**config.mk**
```make
export PLATFORM = sky130hd
export DESIGN_NAME = noc_out_port_arbiter
export DESIGN_NICKNAME = d
export VERILOG_FILES = /design/src/rtl/noc_out_port_arbiter.sv
export SDC_FILE = /design/constraint.sdc
export NUM_CORES = 1
export LEC_CHECK = 0
export ABC_AREA = 1
export CAP_MARGIN = 20
export CORE_MARGIN = 8
export CORE_UTILIZATION = 30
export DETAILED_ROUTE_END_ITERATION = 8
export GPL_ROUTABILITY_DRIVEN = 0
export PLACE_DENSITY = 0.59
export SETUP_SLACK_MARGIN = 0.15
export SKIP_CTS_REPAIR_TIMING = 1
export SLEW_MARGIN = 20
export SYNTH_ARGS = -nofsm -noshare
export SYNTH_HDL_FRONTEND = slang
export SYNTH_SLANG_ARGS = --single-unit
```
**constraint.sdc**
```tcl
create_clock -name clk_i -period 7.71 [get_ports clk_i]
set_input_delay 1.1565 -clock clk_i [delete_from_list [all_inputs] [get_ports clk_i]]
set_output_delay 1.1565 -clock clk_i [all_outputs]
set_load 0.01 [all_outputs]
```
**src/rtl/noc_out_port_arbiter.sv**
```systemverilog
// rtl/noc_out_port_arbiter.sv - wormhole round-robin output-port arbiter with one-flit output register
module noc_out_port_arbiter #(
  parameter int         NUM_IN     = 5,
  parameter int         DATA_WIDTH = 32,
  parameter int         LEN_WIDTH  = 12,
  parameter logic [2:0] ID_HEADER  = 3'b001,
  parameter logic [2:0] ID_TAIL    = 3'b100
) (
  input  logic                                 clk_i,
  input  logic                                 rst_ni,
  input  logic [NUM_IN-1:0]                    in_valid_i,
  input  logic [NUM_IN-1:0]                    route_req_i,
  input  logic [NUM_IN*DATA_WIDTH-1:0]         flit_in_i,
  input  logic                                 dcts_i,
  output logic [NUM_IN-1:0]                    grant_o,
  output logic [DATA_WIDTH-1:0]                tx_o,
  output logic                                 rts_o,
  output logic                                 busy_o,
  output logic [$clog2(NUM_IN)-1:0]            owner_o,
  output logic                                 pkt_err_o
);

  localparam int IDX_W = $clog2(NUM_IN);

  typedef enum logic {S_IDLE = 1'b0, S_SEND = 1'b1} state_t;

  state_t                 state_q, state_d;
  logic [DATA_WIDTH-1:0]  tx_q, tx_d;
  logic                   rts_q, rts_d;
  logic [IDX_W-1:0]       owner_q, owner_d;
  logic [IDX_W-1:0]       rr_ptr_q, rr_ptr_d;
  logic [LEN_WIDTH-1:0]   cnt_q, cnt_d;
  logic                   pkt_err_q, pkt_err_d;

  logic [DATA_WIDTH-1:0]  flit [NUM_IN];
  logic [NUM_IN-1:0]      elig;
  logic                   found;
  logic [IDX_W-1:0]       winner;
  logic [IDX_W-1:0]       sel_idx;
  logic [DATA_WIDTH-1:0]  sel_flit;
  logic [2:0]             sel_id;
  logic [LEN_WIDTH-1:0]   hdr_len;
  logic [LEN_WIDTH-1:0]   hdr_cnt;
  logic                   can_load;
  logic                   load;

  function automatic logic [IDX_W-1:0] wrap_inc(input logic [IDX_W-1:0] i);
    return (int'(i) == NUM_IN - 1) ? '0 : i + 1'b1;
  endfunction

  // Unpack the head flits and mark inputs presenting a header routed here
  always_comb begin
    for (int i = 0; i < NUM_IN; i++) begin
      flit[i] = flit_in_i[i*DATA_WIDTH +: DATA_WIDTH];
      elig[i] = in_valid_i[i] & route_req_i[i] & (flit[i][DATA_WIDTH-1 -: 3] == ID_HEADER);
    end
  end

  // Round-robin search: first eligible input at or above rr_ptr, wrapping
  always_comb begin
    int idx;
    idx    = 0;
    found  = 1'b0;
    winner = '0;
    for (int k = 0; k < NUM_IN; k++) begin
      idx = (int'(rr_ptr_q) + k) % NUM_IN;
      if (!found && elig[idx]) begin
        found  = 1'b1;
        winner = IDX_W'(idx);
      end
    end
  end

  assign can_load = !rts_q || dcts_i;
  assign sel_idx  = (state_q == S_IDLE) ? winner : owner_q;
  assign sel_flit = flit[sel_idx];
  assign sel_id   = sel_flit[DATA_WIDTH-1 -: 3];
  assign hdr_len  = sel_flit[DATA_WIDTH-4 -: LEN_WIDTH];
  // A zero length field is treated as a single-flit packet
  assign hdr_cnt  = (hdr_len == '0) ? '0 : hdr_len - 1'b1;
  assign load     = |grant_o;

  // State and datapath registers
  always_ff @(posedge clk_i or negedge rst_ni) begin
    if (!rst_ni) begin
      state_q   <= S_IDLE;
      tx_q      <= '0;
      rts_q     <= 1'b0;
      owner_q   <= '0;
      rr_ptr_q  <= '0;
      cnt_q     <= '0;
      pkt_err_q <= 1'b0;
    end else begin
      state_q   <= state_d;
      tx_q      <= tx_d;
      rts_q     <= rts_d;
      owner_q   <= owner_d;
      rr_ptr_q  <= rr_ptr_d;
      cnt_q     <= cnt_d;
      pkt_err_q <= pkt_err_d;
    end
  end

  // Next state: packet lock, length counter, round-robin pointer, output slot
  always_comb begin
    state_d   = state_q;
    tx_d      = tx_q;
    rts_d     = rts_q;
    owner_d   = owner_q;
    rr_ptr_d  = rr_ptr_q;
    cnt_d     = cnt_q;
    pkt_err_d = 1'b0;
    unique case (state_q)
      S_IDLE: begin
        if (load) begin
          owner_d = winner;
          cnt_d   = hdr_cnt;
          if (hdr_cnt == '0 || sel_id == ID_TAIL) begin
            rr_ptr_d = wrap_inc(winner);
          end else begin
            state_d = S_SEND;
          end
        end
      end
      S_SEND: begin
        if (load) begin
          cnt_d = cnt_q - 1'b1;
          // Either end condition terminates; disagreement between them is an error
          if (cnt_q == LEN_WIDTH'(1) || sel_id == ID_TAIL) begin
            state_d   = S_IDLE;
            rr_ptr_d  = wrap_inc(owner_q);
            pkt_err_d = (cnt_q == LEN_WIDTH'(1)) != (sel_id == ID_TAIL);
          end
        end
      end
      default: state_d = S_IDLE;
    endcase
    if (load) begin
      tx_d  = sel_flit;
      rts_d = 1'b1;
    end else if (rts_q && dcts_i) begin
      rts_d = 1'b0;
    end
  end

  // Outputs: one-hot grant to the winner or to the locked owner, forced low in reset
  always_comb begin
    grant_o = '0;
    if (rst_ni && can_load) begin
      if (state_q == S_IDLE && found) begin
        grant_o[winner] = 1'b1;
      end else if (state_q == S_SEND && in_valid_i[owner_q]) begin
        grant_o[owner_q] = 1'b1;
      end
    end
  end

  assign tx_o      = tx_q;
  assign rts_o     = rts_q;
  assign busy_o    = (state_q == S_SEND);
  assign owner_o   = owner_q;
  assign pkt_err_o = pkt_err_q;

endmodule
```
# Word-level counts from Yosys, hierarchy flattened
# Cells that the tools add are included.
[word_totals] regBits=53 latchBits=0 mem_bits_rw=0 mem_bits_ro=0 output_inout_bits=43 elab_cells=140 memories=0
[classes] n_addsub=8 multipliers=0 div_mod_pow=5 order_cmp=10 eq_ne=14 shift=0 mux=59 bitwise=12 reduce_logical=25
[op_table] cell="$lt A32 B5 Y1 const B" n=5
[op_table] cell="$mod A32 B4 Y32 const B" n=4
[op_table] cell="$bmux W32 S3" n=1
[op_table] cell="$mux W32" n=2
[op_table] cell="$mux W12" n=3
[op_table] cell="$mux W3" n=12
[op_table] cell="$mod A4 B4 Y32 const B" n=1
[op_table] cell="$mux W1" n=27
[op_table] cell="$logic_not A12 Y1" n=2
[op_table] cell="$pmux W12 S2" n=1
[op_table] cell="$sub A12 B1 Y12 const B" n=2
[op_table] cell="$bmux W1 S3" n=6
[op_table] cell="$eq A3 B1 Y1 const B" n=5
[op_table] cell="$mux W5" n=3
[op_table] cell="$eq A12 B1 Y1 const B" n=1
[op_table] cell="$and A1 B1 Y1" n=10
[op_table] cell="$logic_and A1 B1 Y1" n=10
[op_table] cell="$eq A3 B3 Y1 const B" n=3
[op_table] cell="$add A3 B2 Y4 const B" n=2
[op_table] cell="$lt A3 B4 Y1 const B" n=2
[op_table] cell="$add A3 B1 Y3 const B" n=2
[op_table] cell="$demux W1 S3" n=2
[op_table] cell="$ge A3 B1 Y1 const B" n=2
[op_table] cell="$pmux W3 S2" n=1
[op_table] cell="15 further kinds" n=24

# Longest topological paths before layout
# Gate-level depths: netlist of run 1.
[logic_depth] depth_word=30 ltp_mapped=48 depth_no_buf=46

# Worst setup path before layout of run 1
# No wires, ideal clock.
[synth_path] path_type="reg2reg" start="register rr_ptr_q[0]" end="register rr_ptr_q[1]" arrival_ns=5.076 required_time_ns=7.593 slack_ns=2.517 stages_incl_launch_ff=45 path_buffers=3 synth_period_minus_slack_ns=5.193 cell_sequence="dfrtp_1 buf_6 inv_1 ha_1 inv_1 ha_1 inv_1 ha_1 nor2_1 nand2_1 nand2_4 xor2_1 ha_1 nand2_1 nand2_2 nand3_1 nand2_2 nand2_1 (+9 left out) buf_2 nand3_1 nand3_1 nand2_1 inv_2 ha_1 nand2_2 nor2_1 nand3_4 buf_6 nand2_1 nand2_1 nor2_1 nand3_2 nand3_2 nand2_2 nand2_1 nand2_1"
[synth_between] elab_chain_len=28 elab_cells_between_ends=74 classes_between="add/sub: 6; div: 5; order compare: 2; eq/ne: 6; mux: 38; bitwise: 1; reduce/logical: 16"
[synth_lines] item="from (decl)" line="31" source="logic [IDX_W-1:0] rr_ptr_q, rr_ptr_d;"
[synth_lines] item="from (signal assigned)" line="98" source="rr_ptr_q <= rr_ptr_d;"
[synth_lines] item="parallel branches: the longest is 28 deep, another holds $mod A32 B4 Y32"
# Parallel ways; which one is timed is not known. The select of a mux whose other input is x is not followed.
# A chain may end at the register's enable or synchronous reset.

# Worst setup path after layout of run 1
[layout_path] start="register rr_ptr_q[1]" end="register rr_ptr_q[1]"
# The elaborated chain is that of the path after synthesis.

==> results of run 1 <==
==> critical path: cells and delay by family, from the launching register on <==
kind                     cells  cell delay (ps)
XOR/XNOR                     1              250
buffers and inverters        6             1000
adder cells (fa/ha/maj)      5             1090
AND/OR/NAND/NOR             30             3260
flip-flops                   1              490
==> cell type report <==
cell class | count | area [um2] | area share (%)
tap | 275 | 344 | 3.97
clock buffer | 5 | 125 | 1.45
multi-input combinational | 776 | 4240 | 49.0
inverter | 96 | 365 | 4.22
timing repair buffer | 226 | 2230 | 25.8
sequential | 53 | 1330 | 15.3
clock inverter | 3 | 25.0 | 0.289
==> sequential cells by signal, summed over array words and instances (netlist names) <==
register / count
pkt_err_o: 1
rr_ptr_q: 3
rts_o: 1
owner_o: 3
tx_o: 32
cnt_q: 12
busy_o: 1
==> logic make-up (layout without fill, tap and decap cells) <==
kind of cell / after synthesis / in the layout / synth area share [%]
buffers and inverters: 146 / 330 / 11.0
AOI/OAI and AO/OA: 125 / 125 / 11.1
xor gates and xnor gates: 18 / 18 / 3.00
DFF: 53 / 53 / 21.2
and+or+nand+nor: 606 / 606 / 48.3
adders and majority gates: 27 / 27 / 5.40
==> per-stage QoR <==
step	hold slack [ps]	worst slack (ps)	instances	instance area [um2]
2_1_floorplan	490	2520	975	6250
3_3_place_gp	464	1670	1426	8510
3_5_place_dp	466	1510	1426	8510
4_1_cts	484	1480	1434	8660
5_1_grt	519	840	1434	8660
6_report	478	1510	1434	8660
==> worst paths after layout <==
check	from	to	slack (ps)	depth (start not counted)
min in group asynchronous	rst_ni	pkt_err_o	990	2
max reg2reg	rr_ptr_q[1]	rr_ptr_q[1]	1510	42
min	tx_o[30]	tx_o[30]	480	2
max in group asynchronous	rst_ni	tx_o[4]	6220	2
min reg2reg	tx_o[30]	tx_o[30]	480	2
max	rr_ptr_q[1]	rr_ptr_q[1]	1510	42
==> layout by cell type, fill, tap and decap left out, drive strengths merged, types with 3 or more instances in the layout <==
cell type,Yosys,final
a21oi,52,52
a31oi,4,4
buf,27,12
clkbuf,22,5
clkdlybuf4s50,0,214
clkinv,5,5
dfrtp,53,53
ha,27,27
inv,91,93
nand2,281,281
nand3,223,223
nand3b,4,4
nand4,19,19
nor2,66,66
nor3,8,8
o211ai,9,9
o21ai,52,52
xnor2,3,3
xor2,15,15
==> routing by layer <==
metal,track usage [%],up-vias,wire length [um]
met5,0,-,0
met4,6.24,0,705
met3,6.07,33,2240
met2,32.6,288,11800
met1,21.7,3234,10100
li1,-,3599,-
==> metrics, run 1 <==
Yosys warning total 0; DR iter-0 viols 414; Die ar. 0.0257 mm2; cell count after synthesis 975; Synth area leader dfrtp_1; total grt overflow 0; max_cap viols 0; pin count of the biggest net entering global routing 62; max_slew headroom 38.5%; Layout Skew 7.73 ps; core area 0.0208 mm2; synthesized net count 1175; Util after Layout 41.7%; setup TNS 0 ps; clk slew on worst S/H paths 70 ps; Starting Density 30.1%; Avg WL per Cell 17.3 um; number of buffers created by CTS 5; # diodes 0; critical path class reg -> reg; commonest cells in the netlist nand2_1, nand3_1, inv_1; TritonCTS clock tree built; Synth area leaders dfrtp_1, nand3_1, nand2_1; measured slew at the worst slew-check pin 922 ps; EDFF count, synth 0; Yosys reg bits 53; Fillers 2234; final hold violation count 0; CP required 7910 ps; crit end category register; RSZ-0062 raised after global routing false; CP Max Fanout 21; Max Slew Vio Count 0; Final ANT Viol Nets 0; clock latency on the worst-skew pair 310 ps; row count 53; routed vias 7154; Max clock buf depth 2; Final min period 6200 ps; DRT Pass-1 Iters 5; mapped cell area 0.00625 mm2; Crit path arrival time 6400 ps; post-detail-place hpwl 20000 um; num ports 216; synthesized area per cell 6.42 um2; asr flop ratio synth 100%; CTS root buffer clkbuf_16; CP peak stage delay 520 ps; vias in the first global route 7303; Synth Flop Type dfrtp_1; worst min path class reg -> reg; Routed WL 24800 um; first-pass GRT wire length 39100 um; CP max-delay cell nand2_1; Critical Path Start Type register; clk sink count 53; Die Width 160 um; area share of the largest cell type after synthesis 21.2%; Yosys cell types 48; Final period util 80.4%; status finished clean; Worst path most repeated cell nand2_1; share of cells above drive strength 1 11.2%; Total Routing Usage GR 18.9%; Final Setup Violations 0; vias per cell 4.99; DRC viols 0; Layout area overhead 38.4%; antenna violations before repair 0; Final Net Count 1358; f_max 161 MHz; most common cell in the netlist nand2_1; CTS H-tree lvls 2; I/O Buffers 215; Seq/Total Area, Yosys 21.2%; die height 160 um
Power of run 1 is not shown: default switching activity piles up to over one toggle a cycle in this logic, so the estimate is an artifact.
==> run 2, diff against run 1 <==
--- a/config.mk
+++ b/config.mk
@@ -11,7 +11,7 @@
 export CORE_UTILIZATION = 30
 export DETAILED_ROUTE_END_ITERATION = 8
 export GPL_ROUTABILITY_DRIVEN = 0
-export PLACE_DENSITY = 0.59
+export PLACE_DENSITY = 0.61
 export SETUP_SLACK_MARGIN = 0.15
 export SKIP_CTS_REPAIR_TIMING = 1
 export SLEW_MARGIN = 20
==> constraint.sdc (replaced) <==
create_clock -name clk_i -period 5 [get_ports clk_i]
set_input_delay 0.75 -clock clk_i [delete_from_list [all_inputs] [get_ports clk_i]]
set_output_delay 0.75 -clock clk_i [all_outputs]
set_load 0.01 [all_outputs]
==> run 2 against run 1 <==
Effect of this change: the flow now finishes with violations (setup timing); routed wire length rose by 13%; count of clock-buffer cells in the layout unchanged; utilization rose by 9.8 points; clock skew about the same; die area unchanged; first-iteration DRC count down 12%; via count increased by 10%.
==> metrics, run 2 (synthesis gave the netlist of run 1 again) <==
status complete, but fails checks; violated checks setup timing; DRC viols 0; Critical Path Start Type register; CTS root buffer clkbuf_16; Final Setup Violations 6; commonest non-fill, non-tap cell in the layout clkdlybuf4s50_1; row count 53; final hold violation count 0; # diodes 0; Final ANT Viol Nets 0; Worst path most repeated cell nand2_4; core area 0.0208 mm2; Die Width 160 um; max FFs per register 32; multi-input logic area 0.00498 mm2; antenna violations before repair 0; CP startpoint rr_ptr_q[0]; Avg WL per Cell 18.0 um; CP max-delay cell dfrtp_1; Crit path arrival time 5380 ps; Die ar. 0.0257 mm2; Max Slew Vio Count 0; commonest cells after routing, fill and taps aside clkdlybuf4s50_1, nand2_1, nand3_1; Starting Density 30.1%; PnR worst setup slack -173 ps; Reg area 0.00133 mm2; clk sink count 53; CP peak stage delay 420 ps; Post-Place Cells 1522; routed vias 7893; total grt overflow 0; Total Routing Usage GR 19.6%; placed inst area 0.00939 mm2; CTS H-tree lvls 2; f_max 193 MHz; Util after Layout 51.5%; number of buffers created by CTS 5; post-detail-place hpwl 21100 um; CP required 5210 ps; max_slew headroom 37.3%; num ports 216; Finished Cell Area 0.0107 mm2; RSZ-0062 raised after global routing true; vias in the first global route 7708; measured slew at the worst slew-check pin 940 ps; setup TNS -611 ps; worst hold start tx_o[31]; worst flop-to-flop path startpoint rr_ptr_q[0]; I/O Buffers 215; CP Max Fanout 8; Fillers 2041; pin count of the biggest net entering global routing 54; clock latency on the worst-skew pair 310 ps; non-filler cells, final 1566; worst min path class reg -> reg; first-pass GRT wire length 40900 um; Layout area overhead 70.8%; TritonCTS clock tree built; Layout Skew 8.19 ps; DR iter-0 viols 364; die height 160 um; Routed WL 28100 um; Max clock buf depth 2; vias per cell 5.04; Final min period 5170 ps; Final Net Count 1490; max_cap viols 0; DRT Pass-1 Iters 5; share of cells above drive strength 1 29.4%; crit end category register; clk slew on worst S/H paths 90 ps; Final period util 103%; critical path class reg -> reg
run 2: final cells by class:
type	count	share of cell area (%)
clock buffers	5	1.17
well taps	275	3.22
flip-flops and latches	53	12.4
repair buffers	355	32.7
inverters	96	3.63
clock inverters	3	0.269
multi-input cells	779	46.6
run 2: critical path: cells and delay by family, from the launching register on:
family,cells,cell delay [ps]
adder cells (fa/ha/maj),5,910
AND/OR/NAND/NOR,31,2970
flip-flops,1,420
XOR/XNOR,1,180
buffers and inverters,6,560
run 2: layer usage:
| metal | vias up | GRT usage (%) | wire [um] |
|---|---|---|---|
| met5 | - | 0 | 0 |
| met4 | 0 | 5.10 | 790 |
| met3 | 43 | 5.66 | 2280 |
| met2 | 306 | 35.5 | 14300 |
| met1 | 3669 | 21.9 | 10700 |
| li1 | 3875 | - | - |
run 2: worst paths after layout:
check	endpoint	slack, ps	cells after the start
worst max-delay path	rr_ptr_q[1]	-170	43
worst min-delay path	tx_o[31]	480	2
worst max register to register	rr_ptr_q[1]	-170	43
worst min register to register	tx_o[31]	480	2
max in group asynchronous	tx_o[22]	3850	2
min in group asynchronous	pkt_err_o	620	2
run 2: stage by stage:
stage          hold WS (ps)  worst slack (ps)
2_1_floorplan           454               127
4_1_cts                 482              -480
5_1_grt                 505              -477
6_report                481              -173
3_5_place_dp            461              -153
3_3_place_gp            459             -39.7
Power of run 2 is left out for the same reason.
==> run 3, diff against run 2 <==
--- a/config.mk
+++ b/config.mk
@@ -8,10 +8,10 @@
 export ABC_AREA = 1
 export CAP_MARGIN = 20
 export CORE_MARGIN = 8
-export CORE_UTILIZATION = 30
+export CORE_UTILIZATION = 47
 export DETAILED_ROUTE_END_ITERATION = 8
 export GPL_ROUTABILITY_DRIVEN = 0
-export PLACE_DENSITY = 0.61
+export PLACE_DENSITY = 0.85
 export SETUP_SLACK_MARGIN = 0.15
 export SKIP_CTS_REPAIR_TIMING = 1
 export SLEW_MARGIN = 20
==> constraint.sdc (replaced) <==
create_clock -name clk_i -period 4.8 [get_ports clk_i]
set_input_delay 0.72 -clock clk_i [delete_from_list [all_inputs] [get_ports clk_i]]
set_output_delay 0.72 -clock clk_i [all_outputs]
set_load 0.01 [all_outputs]
==> run 3 against run 2 <==
Effect of this change: hold slack improved by 8.4 ps; the run still ends with setup timing left; die area decreased by 33%; utilization increased by 25 points; first-iteration DRC count increased by 110%.
==> metrics, run 3 (synthesis gave the netlist of run 1 again) <==
status complete, but fails checks; violated checks setup timing; I/O Buffers 215; CP peak stage delay 410 ps; CP Max Fanout 11; num ports 216; Final period util 112%; clock latency on the worst-skew pair 310 ps; Max Slew Vio Count 0; post-detail-place hpwl 19200 um; TritonCTS clock tree built; max_cap viols 0; critical path class reg -> reg; Die Width 131 um; Routed WL 27900 um; Die ar. 0.0173 mm2; clk sink count 53; first-pass GRT wire length 38200 um; setup TNS -3400 ps; R2R setup slack -590 ps; row count 42; worst reg2reg path depth 44; RSZ-0062 raised after global routing true; # diodes 0; DRC viols 0; DR iter-0 viols 763; CP required 4990 ps; crit end category register; Avg WL per Cell 19.2 um; worst flop-to-flop path startpoint rr_ptr_q[0]; Crit path arrival time 5580 ps; R2R Path End rr_ptr_q[2]; clk slew on worst S/H paths 70 ps; Worst path most repeated cell nand2_2; Final Net Count 1474; Layout Skew 13.2 ps; CTS H-tree lvls 2; CTS root buffer clkbuf_16; Fillers 914; share of cells above drive strength 1 26.1%; routed vias 8327; CP startpoint rr_ptr_q[0]; CP max-delay cell dfrtp_1; final hold violation count 0; PnR worst setup slack -591 ps; measured slew at the worst slew-check pin 721 ps; Critical Path Start Type register; pin count of the biggest net entering global routing 54; capture point of the worst path rr_ptr_q[2]; Total Routing Usage GR 26.4%; Starting Density 47.6%; die height 131 um; f_max 185 MHz; antenna violations before repair 0; vias per cell 5.74; commonest non-fill, non-tap cell in the layout clkdlybuf4s50_1; Final Setup Violations 16; Final min period 5390 ps; max_slew headroom 51.4%; vias in the first global route 7726; Final ANT Viol Nets 0; number of buffers created by CTS 5; commonest cells after routing, fill and taps aside clkdlybuf4s50_1, nand2_1, nand3_1; worst min path class reg -> reg; core area 0.0131 mm2; Max clock buf depth 2; Layout area overhead 60.9%; DRT Pass-1 Iters 5; max FFs per register 32; total grt overflow 0
run 3: critical path, delay by kind of cell (launching register included):
| kind | cells | cell delay [ps] |
|---|---|---|
| XOR/XNOR | 1 | 170 |
| adder cells (fa/ha/maj) | 4 | 790 |
| buffers and inverters | 7 | 700 |
| flip-flops | 1 | 410 |
| AND/OR/NAND/NOR | 32 | 3210 |
run 3: worst min path at each step:
stage / endpoint / depth (start not counted) / start
floorplan: busy_o / 0 / rst_ni
CTS: tx_o[25] / 2 / tx_o[25]
detailed placement: tx_o[23] / 2 / tx_o[23]
global route: tx_o[31] / 2 / tx_o[31]
finish: tx_o[23] / 2 / tx_o[23]
global placement: tx_o[31] / 2 / tx_o[31]
run 3: layer usage:
layer,vias to the layer above,track usage (%),share of wire [%]
li1,3839,-,-
met1,3828,29.8,35
met2,533,46.5,49
met3,127,6.21,9.5
met4,0,11.7,6.3
met5,-,0,0
run 3: area by class of cell:
type	instances	area, um2	share of cell area, %
well taps	176	220	2.19
multi-input cells	777	4740	47.1
inverters	96	379	3.77
repair buffers	341	3210	31.9
clock inverters	3	65.1	0.646
clock buffers	5	125	1.24
flip-flops and latches	53	1330	13.2
run 3: metrics by stage:
step                      setup slack, ps  hold WS (ps)  cells  cell area (um2)  util [%]
after floorplan                     -73.1           424    975             6360         -
after global placement              -63.6           456   1415             9200      70.0
after detailed placement             -244           481   1415             9200      70.0
after CTS                            -430           498   1423             9390      71.4
after global routing                 -867           538   1451            10100      76.6
final                                -591           489   1451            10100      76.6
Power of run 3 is left out for the same reason.
